**src/rtl/omem_ctrl.sv**
```systemverilog
// omem_ctrl -- address sequencer and write scheduler for the 64-byte output
// pixel memory (output_mem).
//
// Incoming B/G/R pixels are written into a circular byte buffer of BUF_BYTES
// bytes. The buffer is read back as packed 32-bit words, MSB byte first, and
// each word is offered to the bus-write side with a valid/ready handshake. An
// end-of-frame flush pushes out a final partial word.
//
// output_mem has no write enable. When no pixel is accepted, the write
// addresses are parked on bytes the read side never touches.
//
// Ports
//   I_OCTL_HCLK        clock
//   I_OCTL_HRESET_N    asynchronous active-low reset
//   I_OCTL_PIX_VALID   pixel source offers a B/G/R pixel
//   O_OCTL_PIX_READY   pixel accepted when VALID & READY
//   I_OCTL_FLUSH       one-cycle end-of-frame pulse
//   O_OCTL_IN_ADDRB/G/R  output_mem write addresses (combinational)
//   O_OCTL_OUT_ADDR0..3  output_mem read addresses, WDATA[31:24]..[7:0]
//   O_OCTL_WVALID      output_mem WDATA holds a complete word
//   I_OCTL_WREADY      bus side consumes the word when WVALID & WREADY
//   O_OCTL_WBYTES      valid bytes in the current word (1..4, MSB first)
//   O_OCTL_LAST        current word is the final word of a flush
//   O_OCTL_DONE        one-cycle pulse: flush complete, buffer empty
//   O_OCTL_COUNT       bytes currently occupied in the buffer
module omem_ctrl #(
    parameter int BUF_BYTES = 60,
    parameter int PARK_ADDR = 60
) (
    input  logic       I_OCTL_HCLK,
    input  logic       I_OCTL_HRESET_N,
    input  logic       I_OCTL_PIX_VALID,
    output logic       O_OCTL_PIX_READY,
    input  logic       I_OCTL_FLUSH,
    output logic [7:0] O_OCTL_IN_ADDRB,
    output logic [7:0] O_OCTL_IN_ADDRG,
    output logic [7:0] O_OCTL_IN_ADDRR,
    output logic [7:0] O_OCTL_OUT_ADDR0,
    output logic [7:0] O_OCTL_OUT_ADDR1,
    output logic [7:0] O_OCTL_OUT_ADDR2,
    output logic [7:0] O_OCTL_OUT_ADDR3,
    output logic       O_OCTL_WVALID,
    input  logic       I_OCTL_WREADY,
    output logic [2:0] O_OCTL_WBYTES,
    output logic       O_OCTL_LAST,
    output logic       O_OCTL_DONE,
    output logic [6:0] O_OCTL_COUNT
);

    typedef enum logic [1:0] {
        S_IDLE,
        S_ADDR,
        S_PIPE,
        S_VALID
    } state_t;

    localparam logic [8:0] BUF9  = 9'(BUF_BYTES);
    localparam logic [6:0] BUF7  = 7'(BUF_BYTES);
    localparam logic [7:0] PARK8 = 8'(PARK_ADDR);

    state_t     state;
    logic [7:0] wr_ptr;
    logic [7:0] rd_ptr;
    logic [6:0] count;
    logic       flush_pend;

    logic       accept;
    logic       hs;
    logic       drain;
    logic       flush_empty;
    logic       issue;
    logic [2:0] issue_bytes;
    logic [6:0] count_next;

    // Pointer add with wrap at BUF_BYTES; operands never exceed one wrap.
    function automatic logic [7:0] wrap_add(input logic [7:0] a, input logic [7:0] b);
        logic [8:0] s;
        s = {1'b0, a} + {1'b0, b};
        if (s >= BUF9)
            s = s - BUF9;
        return s[7:0];
    endfunction

    // Held low while reset is asserted even though count is already 0.
    assign O_OCTL_PIX_READY = I_OCTL_HRESET_N && !flush_pend && ((BUF7 - count) >= 7'd3);
    assign accept           = I_OCTL_PIX_VALID && O_OCTL_PIX_READY;
    assign hs               = O_OCTL_WVALID && I_OCTL_WREADY;

    // wr_ptr is always a multiple of 3 below BUF_BYTES, so +1/+2 never wrap.
    assign O_OCTL_IN_ADDRB = accept ? wr_ptr         : PARK8;
    assign O_OCTL_IN_ADDRG = accept ? wr_ptr + 8'd1  : PARK8 + 8'd1;
    assign O_OCTL_IN_ADDRR = accept ? wr_ptr + 8'd2  : PARK8 + 8'd2;

    assign O_OCTL_COUNT = count;

    // Once a flush is pending no more pixels enter, so the word whose size
    // equals the remaining occupancy is the one that empties the buffer.
    assign O_OCTL_LAST = O_OCTL_WVALID && flush_pend && (count == {4'd0, O_OCTL_WBYTES});
    assign drain       = hs && O_OCTL_LAST;

    assign count_next = count + (accept ? 7'd3 : 7'd0) - (hs ? {4'd0, O_OCTL_WBYTES} : 7'd0);

    // A flush that finds the buffer empty (including one emptied by a
    // handshake in the same cycle) completes immediately.
    assign flush_empty = I_OCTL_FLUSH && !flush_pend && (count_next == 7'd0);

    assign issue       = (count >= 7'd4) || (flush_pend && (count != 7'd0));
    assign issue_bytes = (count >= 7'd4) ? 3'd4 : count[2:0];

    always_ff @(posedge I_OCTL_HCLK or negedge I_OCTL_HRESET_N) begin
        if (!I_OCTL_HRESET_N) begin
            state            <= S_IDLE;
            wr_ptr           <= 8'd0;
            rd_ptr           <= 8'd0;
            count            <= 7'd0;
            flush_pend       <= 1'b0;
            O_OCTL_OUT_ADDR0 <= 8'd0;
            O_OCTL_OUT_ADDR1 <= 8'd0;
            O_OCTL_OUT_ADDR2 <= 8'd0;
            O_OCTL_OUT_ADDR3 <= 8'd0;
            O_OCTL_WVALID    <= 1'b0;
            O_OCTL_WBYTES    <= 3'd4;
            O_OCTL_DONE      <= 1'b0;
        end else begin
            O_OCTL_DONE <= 1'b0;

            // ADDR and PIPE cover output_mem's two-register read latency.
            case (state)
                S_IDLE: begin
                    if (issue) begin
                        state            <= S_ADDR;
                        O_OCTL_OUT_ADDR0 <= rd_ptr;
                        O_OCTL_OUT_ADDR1 <= wrap_add(rd_ptr, 8'd1);
                        O_OCTL_OUT_ADDR2 <= wrap_add(rd_ptr, 8'd2);
                        O_OCTL_OUT_ADDR3 <= wrap_add(rd_ptr, 8'd3);
                        O_OCTL_WBYTES    <= issue_bytes;
                    end
                end
                S_ADDR: state <= S_PIPE;
                S_PIPE: begin
                    state         <= S_VALID;
                    O_OCTL_WVALID <= 1'b1;
                end
                S_VALID: begin
                    if (I_OCTL_WREADY) begin
                        state         <= S_IDLE;
                        O_OCTL_WVALID <= 1'b0;
                    end
                end
                default: state <= S_IDLE;
            endcase

            if (drain || flush_empty) begin
                // Frame finished: restart the buffer from byte 0.
                wr_ptr      <= 8'd0;
                rd_ptr      <= 8'd0;
                count       <= 7'd0;
                flush_pend  <= 1'b0;
                O_OCTL_DONE <= 1'b1;
            end else begin
                count <= count_next;
                if (accept)
                    wr_ptr <= wrap_add(wr_ptr, 8'd3);
                if (hs)
                    rd_ptr <= wrap_add(rd_ptr, {5'd0, O_OCTL_WBYTES});
                if (I_OCTL_FLUSH)
                    flush_pend <= 1'b1;
            end
        end
    end

endmodule

```
**config.mk**
```make
export PLATFORM = sky130hd
export DESIGN_NAME = omem_ctrl
export DESIGN_NICKNAME = d
export VERILOG_FILES = /design/src/rtl/omem_ctrl.sv
export SDC_FILE = /design/constraint.sdc
export NUM_CORES = 1
export LEC_CHECK = 0
export CAP_MARGIN = 20
export CORE_MARGIN = 5
export CORE_UTILIZATION = 56
export DETAILED_ROUTE_END_ITERATION = 7
export GPL_ROUTABILITY_DRIVEN = 0
export PLACE_DENSITY = 0.79
export SYNTH_ARGS = -nofsm -noshare
export SYNTH_HDL_FRONTEND = slang
export SYNTH_SLANG_ARGS = --single-unit
```
**constraint.sdc**
```tcl
create_clock -name I_OCTL_HCLK -period 6.2 [get_ports I_OCTL_HCLK]
set_clock_uncertainty 0.2 [all_clocks]
set_input_delay 0.93 -clock I_OCTL_HCLK [delete_from_list [all_inputs] [get_ports I_OCTL_HCLK]]
set_output_delay 0.93 -clock I_OCTL_HCLK [all_outputs]
set_load 0.1 [all_outputs]
```
==> summary.md <==
| Metric | Value |
|---|---|
| Fin. max-slew vios | `0` |
| Vias in the first global route | `4,281` |
| Outcome | `finished, final reports clean` |
| CTS tree | `yes` |
| Post-synth ARST share | `100.0%` |
| Final net count | `around 680` |
| Detailed placement HPWL | `8.892 mm` |
| Crit. path cell count | `19` |
| Syn. warnings | `0` |
| Cell variety after synth | `80` |
| Pin count of the biggest net entering global routing | `64` |
| Worst hold path type | `reg2reg` |
| GRT Overall Usage | `22.23%` |
| CTS Root Cell | `clkbuf_8` |
| Worst-Skew Late Latency | `between 0.3 and 0.4 ns` |
| Clk slew on worst S/H paths | `0.08 ns` |
| Worst Max-Slew Pin Slew | `0.9976 ns` |
| Number of flops mapped to enable cells by yosys | `0` |
| Ys flop type | `dfrtp_1` |
| Final setup margin | `1.214 ns` |
| Final setup fails | `0` |
| Post-route DRC | `0` |
| Htree depth | `3` |
| Hold-fix buffers, CTS | `0` |
| Pre-antenna DRT Iters | `6` |
| Top post-synthesis cells by count | `62 x nand2_1, 60 x dfrtp_1, 42 x ha_1` |
| Register area | `0.001528 mm²` |
| Area taken by multi-input logic gates | `around 0.0032 mm²` |
| # diodes | `0` |
| Initial antenna violation count | `0` |
| Area contributors post-synth | `dfrtp_1 30%, ha_1 10%, xnor2_1 6.1%` |
| CP cell instances | `inv_1 > ha_1 > xor2_1 > a2111oi_0 > nand3_1 > o21a_1 > inv_1 > ha_1 > inv_1 > ha_1 > fa_1 > nor4b_1 > nand2_1 > a21oi_1 > nand4_1 > and2b_1 > inv_2 > nor2_1 > a22o_1` |
| CP Buf/Inv Count | `4` |
| Routed vias | `roughly 4,400` |
| Die Wd | `between 100 and 150 µm` |
| Rel. slew slack | `between 30 and 40%` |
| Die Span Y | `between 100 and 150 µm` |
| Core Area | `0.008763 mm²` |
| Critical path type | `reg2reg` |
| Reg2Reg Setup Slack | `1.21 ns` |
| Syn avg cell area | `8.862 µm²` |
| Worst Hold Depth | `2` |
| FP Rows | `34` |
| Max Cap Viol | `0` |
| Slowest cell on the critical path | `dfrtp_1` |
| Crit path launch type | `register` |
| Final hold vios | `0` |
| Detailed Route WL | `12.04 mm` |
| Mapped Area | `0.005042 mm²` |
| Area leader, netlist | `dfrtp_1` |
| Post-route ant nets | `0` |
| Reg2reg path depth | `19` |
| Starting density of the core | `between 50% and 60%` |
| CP Max Fanout | `16` |
| Cts repair resizes | `0` |
| Most frequent cell after synthesis | `nand2_1` |
| Sequential area share after synthesis | `30.30%` |
| CP endpoint kind | `register` |
| Critical Path AT | `around 5.0 ns` |
| Global route overflow | `0` |
| Period minus WS final | `4.986 ns` |
| Share of the synthesized area in the top cell type | `just under 30%` |
| WL/cell | `approximately 16 µm` |
| TritonCTS Buffers | `9` |
| RSZ-0062 raised after global routing | `false` |
| Cell class contributing the biggest share of worst-path delay | `simple AND/OR/NAND/NOR gates` |
| Syn-to-layout area delta | `18.14%` |
| First-pass GRT wire length | `around 21 mm` |
| Ports | `75` |
| Post-Syn Nets | `between 600 and 700` |
| Largest stage delay, worst path | `0.47 ns` |
| DRT iter0 DRCs | `181` |
| Post-Place Setup Slack | `1.284 ns` |
| # clock sinks | `61` |
| Setup TNS | `0 ns` |
| Post-Syn Instances | `569` |
| Fillers | `707` |
| Setup Fix Bufs, Post-CTS | `0` |
| IO buf count | `74` |
| Worst hold margin | `0.2871 ns` |
| Max Freq | `200.6 MHz` |
| Die area | `between 0.01 and 0.015 mm²` |
| Share of cells above drive strength 1 | `roughly 8.2%` |
| Vias per cell | `roughly 5.9` |
| Critical Path RT | `around 6.2 ns` |
| Final period util | `around four fifths` |
| Max Buffers Root-to-Sink | `2` |
| Synthesized flop and latch total | `between 60 and 70` |
final cells by class:
| cell class | count | area share (%) |
|---|---|---|
| clock buffer | 11 | 2.541 |
| tap | 108 | 2.268 |
| sequential | 61 | 25.65 |
| inverter | 30 | 1.890 |
| timing repair buffer | 77 | 12.52 |
| clock inverter | 5 | 0.9872 |
| multi-input combinational | 448 | 54.15 |
stage by stage:
stage / std cells / instance area, µm² / utilization, %
after global routing: 740 / 5957 / 67.98
after global placement: 724 / 5747 / 65.58
after detailed placement: 724 / 5747 / 65.58
after floorplan: 569 / 5042 / -
final: 740 / 5957 / 67.98
after CTS: 740 / 5957 / 67.98
worst reg2reg max path: cells and delay by family (launching register included):
| kind | cells | cell delay, ns |
|---|---|---|
| AO/OA/AOI/OAI | 4 | 0.96 |
| flip-flops | 1 | 0.47 |
| buffers and inverters | 4 | 0.74 |
| XOR/XNOR | 1 | 0.16 |
| AND/OR/NAND/NOR | 6 | 1.18 |
| adder cells (fa/ha/maj) | 4 | 1.18 |
flip-flops by register name (all words and copies together), names as in the netlist:
name,cells
state,2
O_OCTL_OUT_ADDR3,7
flush_pend,1
O_OCTL_WBYTES,3
O_OCTL_COUNT,7
rd_ptr,8
O_OCTL_OUT_ADDR2,7
O_OCTL_OUT_ADDR1,8
wr_ptr,8
O_OCTL_DONE,1
O_OCTL_WVALID,1
O_OCTL_OUT_ADDR0,8
layout by cell type (no fill, tap or decap), types with 5 or more instances in the layout:
cell	instances
a211oi_1	7
a21oi_1	21
and2_1	11
and3_1	5
buf_4	8
clkbuf_8	11
clkdlybuf4s50_1	68
dfrtp_1	60
ha_1	42
inv_1	28
mux2_2	5
mux2i_1	6
nand2_1	62
nand2b_1	7
nand3_1	19
nand3b_1	7
nand4_1	10
nor2_1	31
nor2b_1	5
nor3b_1	5
o21ai_0	35
o21ai_1	14
o31ai_1	9
or3_1	7
xnor2_1	35
xor2_1	19
worst paths after layout:
check,to,from
setup / recovery,rd_ptr[0],O_OCTL_COUNT[1]
hold / removal,O_OCTL_OUT_ADDR2[3],O_OCTL_OUT_ADDR2[3]
setup reg to reg,rd_ptr[0],O_OCTL_COUNT[1]
hold reg to reg,O_OCTL_OUT_ADDR2[3],O_OCTL_OUT_ADDR2[3]
max in group asynchronous,O_OCTL_OUT_ADDR1[1],I_OCTL_HRESET_N
min in group asynchronous,O_OCTL_COUNT[6],I_OCTL_HRESET_N
kinds of logic after synthesis:
kind of cell / synth area share [%]
AND/OR/NAND/NOR: 21.07
AO/OA/AOI/OAI: 19.28
flip-flops: 30.30
buffers and inverters: 5.732
XOR/XNOR: 9.702
adder cells (fa/ha/maj): 11.61
multiplexers: 2.308
metal layers:
layer / up-vias / routed length (µm) / global-route usage (%) / share of wire (%)
met5: - / 0 / 0 / 0
li1: 2140 / - / - / -
met1: 2094 / 5560 / 31.37 / 46
met4: 0 / 226 / 8.128 / 1.9
met2: 121 / 5671 / 34.44 / 47
met3: 23 / 586 / 3.761 / 4.9
Power is left out: the tool's default activity adds up to more than one toggle a clock period on the data nets, which glitch-free logic cannot reach.
